`config.mk`:
```
export PLATFORM = sky130hd
export DESIGN_NAME = cmp_arbiter_flat
export DESIGN_NICKNAME = d
export VERILOG_FILES = /design/src/rtl/cmp_arbiter_if.sv /design/src/rtl/cmp_arbiter.sv /design/src/flat_wrapper.sv
export SDC_FILE = /design/constraint.sdc
export NUM_CORES = 1
export LEC_CHECK = 0
export ABC_AREA = 1
export CAP_MARGIN = 20
export CELL_PAD_IN_SITES_DETAIL_PLACEMENT = 1
export CELL_PAD_IN_SITES_GLOBAL_PLACEMENT = 1
export CORE_MARGIN = 8
export CORE_UTILIZATION = 30
export CTS_BUF_LIST = sky130_fd_sc_hd__clkbuf_4 sky130_fd_sc_hd__clkbuf_8 sky130_fd_sc_hd__clkbuf_16
export CTS_CLUSTER_DIAMETER = 40
export CTS_CLUSTER_SIZE = 12
export DETAILED_ROUTE_END_ITERATION = 10
export GPL_TIMING_DRIVEN = 0
export PLACE_DENSITY = 0.82
export SYNTH_ARGS = -nofsm -noshare
export SYNTH_HDL_FRONTEND = slang
export SYNTH_SLANG_ARGS = --single-unit
export TNS_END_PERCENT = 20
```
`constraint.sdc`:
```
create_clock -name clk -period 11.8 [get_ports clk]
set_clock_uncertainty 0.2 [all_clocks]
set_input_delay 1.18 -clock clk [delete_from_list [all_inputs] [get_ports clk]]
set_output_delay 1.18 -clock clk [all_outputs]
set_load 0.05 [all_outputs]
```
`src/rtl/cmp_arbiter_if.sv`:
```
// cmp_arbiter_if: request/response bundle between the requesters and the
// shared compare unit. The requester side uses the master modport and the
// arbiter uses the slave modport.
//
// Handshake rules (valid/ready):
//   - Request lane i transfers on a rising edge where req_valid[i] && req_ready[i].
//     While req_valid[i] && !req_ready[i], req_a/req_b/req_op of that lane
//     are held stable, and req_valid[i] is not withdrawn.
//   - The response head transfers on a rising edge where rsp_valid && rsp_ready.
//     While rsp_valid && !rsp_ready, rsp_id/rsp_data/rsp_err are held stable.
interface cmp_arbiter_if #(
    parameter int NREQ = 4,
    parameter int W    = 32
);
    localparam int IDW = (NREQ > 1) ? $clog2(NREQ) : 1;

    logic [NREQ-1:0]   req_valid;
    logic [NREQ-1:0]   req_ready;
    logic [NREQ*W-1:0] req_a;
    logic [NREQ*W-1:0] req_b;
    logic [NREQ*2-1:0] req_op;

    logic              rsp_valid;
    logic              rsp_ready;
    logic [IDW-1:0]    rsp_id;
    logic [W-1:0]      rsp_data;
    logic              rsp_err;

    modport master (
        output req_valid, req_a, req_b, req_op, rsp_ready,
        input  req_ready, rsp_valid, rsp_id, rsp_data, rsp_err
    );

    modport slave (
        input  req_valid, req_a, req_b, req_op, rsp_ready,
        output req_ready, rsp_valid, rsp_id, rsp_data, rsp_err
    );
endinterface

```
`src/rtl/cmp_arbiter.sv`:
```
// cmp_arbiter: NREQ requesters share one W-bit subtractor-based compare
// datapath under round-robin arbitration. Each granted op is evaluated in
// the grant cycle and its result is pushed into a 2-entry response FIFO
// tagged with the requester index.
//
// Ops: 00 SLT, 01 SGT, 10 SUB, 11 SLTU.
// SLT/SGT report the sign bit of the wrapped difference (no overflow
// correction), matching the processor's existing slt/sgt units.
//
// Optional feature macro: CMP_ARB_UNSIGNED_EN
//   defined   : op 11 returns the unsigned borrow (A < B), rsp_err = 0
//   undefined : op 11 is still granted and queued, rsp_data = 0, rsp_err = 1
//
// dbg_count / dbg_ptr expose the FIFO occupancy and the round-robin pointer.
module cmp_arbiter #(
    parameter int NREQ = 4,
    parameter int W    = 32,
    localparam int IDW = (NREQ > 1) ? $clog2(NREQ) : 1
) (
    input  logic           clk,
    input  logic           rst_n,
    cmp_arbiter_if.slave   bus,
    output logic [1:0]     dbg_count,
    output logic [IDW-1:0] dbg_ptr
);

    // ------------------------------------------------------------------
    // State
    // ------------------------------------------------------------------
    // Round-robin pointer: index where the next grant search starts.
    logic [IDW-1:0] ptr;

    // FIFO occupancy, 0..2. Entry 0 lives directly in the response output
    // registers so the head holds its last value once the FIFO drains.
    logic [1:0]     count;
    logic [IDW-1:0] head_id;
    logic [W-1:0]   head_data;
    logic           head_err;
    logic [IDW-1:0] tail_id;
    logic [W-1:0]   tail_data;
    logic           tail_err;

    // ------------------------------------------------------------------
    // Handshake qualifiers
    // ------------------------------------------------------------------
    logic            pop;
    logic            can_push;
    logic            gnt_any;
    logic [IDW-1:0]  gnt_idx;
    logic            take;
    logic [NREQ-1:0] ready_vec;

    assign bus.rsp_valid = (count != 2'd0);
    assign pop           = bus.rsp_valid && bus.rsp_ready;
    // A slot is free, or the head leaves on this same edge.
    assign can_push      = (count < 2'd2) || pop;
    // rst_n gates the grant so nothing is handed out while reset is held.
    assign take          = gnt_any && can_push && rst_n;

    // Round-robin search: start at ptr, wrap modulo NREQ, first valid lane wins.
    always_comb begin
        int idx;
        idx     = 0;
        gnt_any = 1'b0;
        gnt_idx = '0;
        for (int k = 0; k < NREQ; k++) begin
            idx = int'(ptr) + k;
            if (idx >= NREQ) begin
                idx = idx - NREQ;
            end
            if (!gnt_any && bus.req_valid[idx[IDW-1:0]]) begin
                gnt_any = 1'b1;
                gnt_idx = idx[IDW-1:0];
            end
        end
    end

    // One-hot grant vector, all zero when the FIFO cannot accept a result.
    always_comb begin
        ready_vec = '0;
        if (take) begin
            ready_vec[gnt_idx] = 1'b1;
        end
    end

    assign bus.req_ready = ready_vec;

    // ------------------------------------------------------------------
    // Operand selection and compare datapath
    // ------------------------------------------------------------------
    logic [W-1:0] sel_a;
    logic [W-1:0] sel_b;
    logic [1:0]   sel_op;

    // Route the granted lane's operands and op into the shared datapath.
    always_comb begin
        sel_a  = '0;
        sel_b  = '0;
        sel_op = 2'b00;
        for (int i = 0; i < NREQ; i++) begin
            if (gnt_idx == IDW'(i)) begin
                sel_a  = bus.req_a[i*W +: W];
                sel_b  = bus.req_b[i*W +: W];
                sel_op = bus.req_op[i*2 +: 2];
            end
        end
    end

    // D = A - B (mod 2^W); SGT uses the swapped difference B - A.
    logic [W-1:0] diff_ab;
    logic [W-1:0] diff_ba;

`ifdef CMP_ARB_UNSIGNED_EN
    // Borrow out of the A - B subtraction is the unsigned A < B result.
    logic borrow;
    assign {borrow, diff_ab} = {1'b0, sel_a} - {1'b0, sel_b};
`else
    assign diff_ab = sel_a - sel_b;
`endif
    assign diff_ba = sel_b - sel_a;

    logic [W-1:0] new_data;
    logic         new_err;

    // Result formatting per op; compares are zero-extended single bits.
    always_comb begin
        new_data = '0;
        new_err  = 1'b0;
        case (sel_op)
            2'b00: new_data[0] = diff_ab[W-1];
            2'b01: new_data[0] = diff_ba[W-1];
            2'b10: new_data    = diff_ab;
            default: begin
`ifdef CMP_ARB_UNSIGNED_EN
                new_data[0] = borrow;
`else
                new_err     = 1'b1;
`endif
            end
        endcase
    end

    // ------------------------------------------------------------------
    // Response FIFO
    // ------------------------------------------------------------------
    // Head/tail update. Push and pop together keep the count unchanged,
    // including when full: the tail moves to the head and the new result
    // becomes the tail.
    always_ff @(posedge clk or negedge rst_n) begin
        if (!rst_n) begin
            count     <= 2'd0;
            head_id   <= '0;
            head_data <= '0;
            head_err  <= 1'b0;
            tail_id   <= '0;
            tail_data <= '0;
            tail_err  <= 1'b0;
        end else begin
            case (count)
                2'd0: begin
                    if (take) begin
                        head_id   <= gnt_idx;
                        head_data <= new_data;
                        head_err  <= new_err;
                        count     <= 2'd1;
                    end
                end
                2'd1: begin
                    if (take && pop) begin
                        head_id   <= gnt_idx;
                        head_data <= new_data;
                        head_err  <= new_err;
                    end else if (take) begin
                        tail_id   <= gnt_idx;
                        tail_data <= new_data;
                        tail_err  <= new_err;
                        count     <= 2'd2;
                    end else if (pop) begin
                        count     <= 2'd0;
                    end
                end
                default: begin
                    if (pop) begin
                        head_id   <= tail_id;
                        head_data <= tail_data;
                        head_err  <= tail_err;
                        if (take) begin
                            tail_id   <= gnt_idx;
                            tail_data <= new_data;
                            tail_err  <= new_err;
                        end else begin
                            count     <= 2'd1;
                        end
                    end
                end
            endcase
        end
    end

    // Advance the pointer just past the granted lane; hold it otherwise.
    always_ff @(posedge clk or negedge rst_n) begin
        if (!rst_n) begin
            ptr <= '0;
        end else if (take) begin
            ptr <= (gnt_idx == IDW'(NREQ - 1)) ? '0 : gnt_idx + 1'b1;
        end
    end

    assign bus.rsp_id   = head_id;
    assign bus.rsp_data = head_data;
    assign bus.rsp_err  = head_err;

    assign dbg_count = count;
    assign dbg_ptr   = ptr;

endmodule

```
`src/flat_wrapper.sv`:
```
// flat-port wrapper written by rule: the top's interface ports become plain ports
module cmp_arbiter_flat 
#(
    parameter int NREQ = 4,
    parameter int W    = 32,
    localparam int IDW = (NREQ > 1) ? $clog2(NREQ) : 1
)
  (clk, rst_n, dbg_count, dbg_ptr, bus_req_valid, bus_req_a, bus_req_b, bus_req_op, bus_rsp_ready, bus_req_ready, bus_rsp_valid, bus_rsp_id, bus_rsp_data, bus_rsp_err);
  cmp_arbiter_if #(.NREQ(NREQ), .W(W)) bus_i ();
  input  logic clk;
  input  logic rst_n;
  output logic [1:0] dbg_count;
  output logic [IDW-1:0] dbg_ptr;
  input wire logic [$bits(bus_i.req_valid)-1:0] bus_req_valid;
  input wire logic [$bits(bus_i.req_a)-1:0] bus_req_a;
  input wire logic [$bits(bus_i.req_b)-1:0] bus_req_b;
  input wire logic [$bits(bus_i.req_op)-1:0] bus_req_op;
  input wire logic [$bits(bus_i.rsp_ready)-1:0] bus_rsp_ready;
  output wire logic [$bits(bus_i.req_ready)-1:0] bus_req_ready;
  output wire logic [$bits(bus_i.rsp_valid)-1:0] bus_rsp_valid;
  output wire logic [$bits(bus_i.rsp_id)-1:0] bus_rsp_id;
  output wire logic [$bits(bus_i.rsp_data)-1:0] bus_rsp_data;
  output wire logic [$bits(bus_i.rsp_err)-1:0] bus_rsp_err;
  assign bus_i.req_valid = bus_req_valid;
  assign bus_i.req_a = bus_req_a;
  assign bus_i.req_b = bus_req_b;
  assign bus_i.req_op = bus_req_op;
  assign bus_i.rsp_ready = bus_rsp_ready;
  assign bus_req_ready = bus_i.req_ready;
  assign bus_rsp_valid = bus_i.rsp_valid;
  assign bus_rsp_id = bus_i.rsp_id;
  assign bus_rsp_data = bus_i.rsp_data;
  assign bus_rsp_err = bus_i.rsp_err;
  cmp_arbiter #(.NREQ(NREQ), .W(W)) u_core (.clk(clk), .rst_n(rst_n), .bus(bus_i), .dbg_count(dbg_count), .dbg_ptr(dbg_ptr));
endmodule
```
* Word-level counts from Yosys, hierarchy flattened
Cells that the tools add are included.
** Storage, ports and cells
- Output and inout port bits :: 44
- Input port bits :: 271
- Word-level logic and storage cells :: 133
- Flip-flop bits (word level) :: 74
** Cells by class
- Order comparisons :: 11
- Bitwise operators :: 1
- Mux-type cells :: 70
- Reduce and logical (&&, ||, !) cells :: 22
- Add/sub/neg operators :: 10
- Eq/ne operators :: 11
** Operators with widths (count)
- 32-bit 2-to-1 mux :: 14
- 32-bit case mux with 2 select lines :: 2
- 32-bit subtractor :: 2
- 2-bit 2-to-1 mux :: 25
- 31-bit 2-to-1 mux :: 1
- 1-bit 2-to-1 mux :: 16
- 2-bit by 3-bit less-than comparator with 1-bit output, second input constant :: 5
- 2-bit case mux with 2 select lines :: 3
- 3-bit >= comparator, second input constant :: 3
- 1-bit binary-select mux with 2-bit select :: 4
- 1-bit logical AND :: 8
- 2-bit by 1-bit subtractor with 2-bit output, second input constant :: 4
- 2-bit by 2-bit adder with 3-bit output, second input constant :: 2
- 2-bit by 1-bit equality test with 1-bit output, second input constant :: 3
- 2-bit equality test, second input constant :: 3
- 2-bit zero test :: 3
- 3-bit AND reduction :: 2
- 5-bit AND reduction :: 1
- 4-bit 2-to-1 mux :: 1
- 2-bit by 1-bit != test with 1-bit output, second input constant :: 2
- 1-bit case mux with 2 select lines :: 2
- 2-bit nonzero test :: 2
- 2-bit by 1-bit adder with 3-bit output, second input constant :: 1
- 2-bit by 3-bit >= comparator with 1-bit output, second input constant :: 1
- other kinds (13) :: 15

* Depth between registers and ports, before layout
- Depth after elaboration :: 25
- Mapped depth :: 37
- Gate-level depth less buffers :: 37

* Least setup slack after synthesis
OpenSTA, ideal clock, no wires.
- Path kind :: input port to flip-flop
- Start point :: in bus_req_valid[3]
- End point :: reg u_core.head_data[30], in the netlist u_core.bus.rsp_data[30]
- Arrival time :: 4735 ps
- Required time :: 11482 ps
- Buffers on the path :: 2
- Stages on the path :: 33
- Library setup time :: 118 ps
- Slack :: 6747 ps
- Cells stage by stage :: inv_1 o21ai_0 nand2_1 o21ai_1 inv_1 nor2_1 nor2_1 o21ai_0 nand2_1 ha_1 inv_1 clkbuf_1 clkbuf_1 nand2_1 nand2_1 o21a_1 inv_1 ha_1 fa_1 inv_1 nand3_1 nand2_1 nand2_1 nand2_1 nand3_1 nand2_1 nand3_1 nand2_1 nand2_1 nand3_1 nand2_1 nand2_1 nand2_1
** On the way
- Longest elaborated chain between the ends :: 21
- Elaborated cells on any way between the ends :: 50
** RTL lines
- from (decl) :: line flat_wrapper.sv:14 : input wire logic [$bits(bus_i.req_valid)-1:0] bus_req_valid;
- 1-bit binary-select mux with 2-bit select :: line cmp_arbiter.sv:71 : if (!gnt_any && bus.req_valid[idx[IDW-1:0]]) begin
- 1-bit 2-to-1 mux (implied by the code) :: line cmp_arbiter.sv:71
- 1-bit 2-to-1 mux :: line cmp_arbiter.sv:71
- 1-bit zero test :: line cmp_arbiter.sv:71
- 1-bit logical AND :: line cmp_arbiter.sv:71
- 1-bit 2-to-1 mux :: line cmp_arbiter.sv:71
- 1-bit zero test :: line cmp_arbiter.sv:71
- 1-bit logical AND :: line cmp_arbiter.sv:71
- (+2 left out)
- 1-bit logical AND :: line cmp_arbiter.sv:71
- 2-bit 2-to-1 mux :: line cmp_arbiter.sv:71
- 2-bit zero test :: line cmp_arbiter.sv:101 : if (gnt_idx == IDW'(i)) begin
- 32-bit 2-to-1 mux or 2-bit 2-to-1 mux (tied branches) (4 in series) :: line cmp_arbiter.sv:101
- 32-bit subtractor or 2-bit equality test (tied branches) :: line cmp_arbiter.sv:118, cmp_arbiter.sv:129
- 31-bit 2-to-1 mux :: line cmp_arbiter.sv:129 : case (sel_op)
- 32-bit 2-to-1 mux, on equally long branches :: line cmp_arbiter.sv:169, cmp_arbiter.sv:161
- 32-bit case mux with 2 select lines :: line cmp_arbiter.sv:159 : case (count)
- to (signal assigned) :: line cmp_arbiter.sv:163 : head_data <= new_data;
- to (signal assigned) :: line cmp_arbiter.sv:171 : head_data <= new_data;
- to (signal assigned) :: line cmp_arbiter.sv:185 : head_data <= tail_data;
- to (decl) :: line cmp_arbiter.sv:37 : logic [W-1:0] head_data;
Parallel ways exist; a longest one is shown, timed or not. The select of a mux whose other input is x is not followed.
A chain may end at the register's enable or synchronous reset.

* Worst setup path after layout
Same ends and word-level chain as after synthesis.

==> results.py <==
metrics = {
    "outcome": {
        "status": "complete, no violations",
    },
    "min_path": {
        "holdPathEnd": "u_core.tail_data[3]$_DFFE_PN0P_",
        "min-delay-start": "u_core.tail_data[3]$_DFFE_PN0P_",
        "min_delay_path_depth": 2,
        "min_path_type": "reg -> reg",
    },
    "logic_synthesis": {
        "ys_seq_elements": 74,
        "synth_top_family_by_area": "simple AND/OR/NAND/NOR gates",
        "synthCells": 1368,
        "synth_compound_area_share_pct": 25.38,
        "async_flop_share_pct": 100.0,
        "synthSimpleGateAreaFrac_pct": 32.07,
        "synth_area_leaders": "dfrtp_1 (22%), nand2_1 (21%), ha_1 (9.6%)",
        "avgSynthCellArea_um2": 6.260,
        "ys.flop_type": "dfrtp_1",
        "synth.top_cells.by_count": "nand2_1 (472), inv_1 (133), nor2_1 (114)",
        "synth_xor_area_share_pct": 0.9205,
        "yosys_warnings": 0,
        "mappedNetlistNets": 1706,
        "synthMuxAreaShare_pct": 0,
        "synth_edf_count": 0,
        "synth_adder_area_share_pct": 9.877,
        "synth_top_area_share_pct": 21.62,
        "yosys.cell_types.count": 41,
        "synth_area_um2": 8563,
        "seq_area_frac_synth_pct": 21.62,
        "synth_most_common_cell": "nand2_1",
        "yosysTopAreaCell": "dfrtp_1",
    },
    "place": {
        "pre_cts_slack_ps": 4826,
        "place_congestion": 0.8745,
        "hpwlAfterDp_mm": 32.66,
        "portBuffers": 314,
    },
    "floorplan": {
        "num_rows": 62,
        "die_w_um": 185.0,
        "design.core.area_um2": 28390,
        "die_h_um": 185.0,
        "io_pins": 315,
        "die-area_um2": 34210,
        "start_util_pct": 30.16,
    },
    "critical_path": {
        "reg2reg_from": "u_core.dbg_ptr[0]$_DFFE_PN0P_",
        "cp_slowest_stage_delay_ps": 530,
        "cpMostUsedCell": "nand2_1",
        "worstPathMaxFanout": 10,
        "crit_path_end_kind": "flop",
        "rr_endpoint": "u_core.bus.rsp_data[30]$_DFFE_PN0P_",
        "critPathSlowestCell": "clkbuf_1",
        "path_buf_inv": 8,
        "crit_path_start_kind": "input pin",
        "rrSetupSlack_ps": 5920,
        "reg2regPathDepth": 31,
        "arrival_ps": 6630,
        "path_delay_family": "simple AND/OR/NAND/NOR gates",
        "crit_required_ps": 11820,
        "crit_type": "in -> reg",
    },
    "timing": {
        "slew_violations": 0,
        "finalHoldViolCount": 0,
        "fin_ws_ps": 5189,
        "worst_slew_pin_slew_ps": 680.2,
        "rsz0062_at_grt": "false",
        "post-route-min-period_ps": 6611,
        "setup_violations": 0,
        "timing.fmax_ghz": 0.1513,
        "max_slew_margin_pct": 54.65,
        "period_share_pct": 56.02,
        "tns_ps": 0,
    },
    "cts": {
        "cts_root_buf": "clkbuf_16",
        "cts_tree": "yes",
        "post_cts_buffers": 0,
        "cts_sinks": 74,
        "worst_skew_pair.late_latency_ps": 330,
        "holdBufCountCts": 0,
        "path_clk_slew_ps": 50,
        "ctsResizeCount": 0,
        "numCtsBuffers": 9,
        "htreeDepth": 3,
        "cts_buffer_depth": 2,
    },
    "final_layout": {
        "final_nets": 2032,
        "syn2layout_area_growth_pct": 46.51,
        "drive_gt1_share_pct": 4.356,
        "fillers": 3715,
    },
    "drt": {
        "drt-wirelength-per-cell_um": 18.22,
        "firstDrtPassIters": 4,
        "final_antenna_net_count": 0,
        "drcViolationCount": 0,
        "drt_iter0_markers": 493,
        "num_vias": 10320,
        "drt-total-wl_mm": 38.03,
        "viasPerCell": 4.944,
    },
    "global_routing": {
        "met3_usage_pct": 4.767,
        "track_usage_pct": 21.80,
        "first_global_vias": 11120,
        "grt_util_met1_pct": 25.72,
        "busiest_layer": "met2",
        "met2_usage_pct": 39.40,
        "grt_pass1_wl_mm": 59.22,
        "grt_max_degree": 69,
        "grt_overflow_total": 0,
        "antenna_found_initial": 4,
    },
    "run": {
        "drv_cap": 0,
    },
}
==> worst min-delay path: cells and delay by family (launching register included) <==
kind,cells,cell delay [ps]
DFF,1,330
and+or+nand+nor,1,60
AOI/OAI and AO/OA,1,50
==> sequential cells by signal (all words and copies together) (netlist names) <==
name                 flops
u_core.bus.rsp_id        2
u_core.bus.rsp_err       1
u_core.tail_data        32
u_core.tail_err          1
u_core.dbg_ptr           2
u_core.bus.rsp_data     32
u_core.tail_id           2
u_core.dbg_count         2
==> through the flow <==
| step | hold WS (ps) | std cells | cell area [um2] | utilization (%) |
|---|---|---|---|---|
| 3_3_place_gp | 260.0 | 2066 | 12190 | 42.92 |
| 2_1_floorplan | 249.5 | 1368 | 8563 | - |
| 6_report | 275.7 | 2087 | 12550 | 44.19 |
| 3_5_place_dp | 264.6 | 2067 | 12210 | 43.01 |
| 4_1_cts | 277.8 | 2083 | 12540 | 44.15 |
| 5_1_grt | 292.6 | 2087 | 12550 | 44.19 |
==> cells in the final DEF, fill, tap and decap left out, drive strengths merged, types with 5 or more instances in the layout <==
cell,synthesis,final
nor2,115,115
a22oi,18,18
clkbuf,41,52
clkdlybuf4s50,0,313
buf,24,26
o21bai,5,5
nand3,52,52
o21a,56,56
nand4,6,6
a22o,53,53
o21ai,68,68
o211ai,20,20
dfrtp,74,74
nand2,482,482
or2,6,6
nand3b,10,10
a21oi,107,107
ha,66,66
xor2,5,5
inv,139,139
==> worst max path at each step <==
stage / from / end / slack, ps / depth (start not counted)
CTS: bus_req_valid[3] / u_core.bus.rsp_data[0]$_DFFE_PN0P_ / 5140 / 29
detailed placement: bus_req_valid[3] / u_core.bus.rsp_data[28]$_DFFE_PN0P_ / 4830 / 32
finish: bus_req_valid[3] / u_core.bus.rsp_data[30]$_DFFE_PN0P_ / 5190 / 32
global placement: rst_n / bus_req_ready[3] / 4720 / 6
floorplan: bus_req_valid[3] / u_core.bus.rsp_data[30]$_DFFE_PN0P_ / 6750 / 33
global route: bus_req_valid[3] / u_core.bus.rsp_data[30]$_DFFE_PN0P_ / 4610 / 32
==> metal layers <==
| metal | share of wire (%) | routed length (um) | up-vias |
|---|---|---|---|
| li1 | - | - | 5128 |
| met1 | 42 | 16070 | 4887 |
| met2 | 50 | 19000 | 264 |
| met3 | 5.7 | 2184 | 40 |
| met4 | 2.1 | 783 | 0 |
| met5 | 0 | 0 | - |
==> area by class of cell <==
cell class	instances	area (um2)	area share [%]
Clock buffer	11	246.5	1.965
Antenna cell	4	10.01	0.07978
Multi-Input combinational cell	1088	5844	46.58
Inverter	141	531.8	4.239
Clock inverter	5	77.57	0.6183
Buffer	65	335.3	2.673
Sequential cell	74	1852	14.76
Tap cell	384	480.5	3.830
Timing Repair Buffer	315	3168	25.25
==> logic make-up (layout without fill, tap and decap cells) <==
kind of cell	count (synthesis)	in the layout
flops	74	74
other cells	0	4
simple gates	681	681
fa+ha+maj	67	67
xor+xnor	9	9
buf+inv	206	537
compound gates	331	331
Power is left out: the tool's default activity adds up to more than one toggle a clock period on the data nets, which glitch-free logic cannot reach.
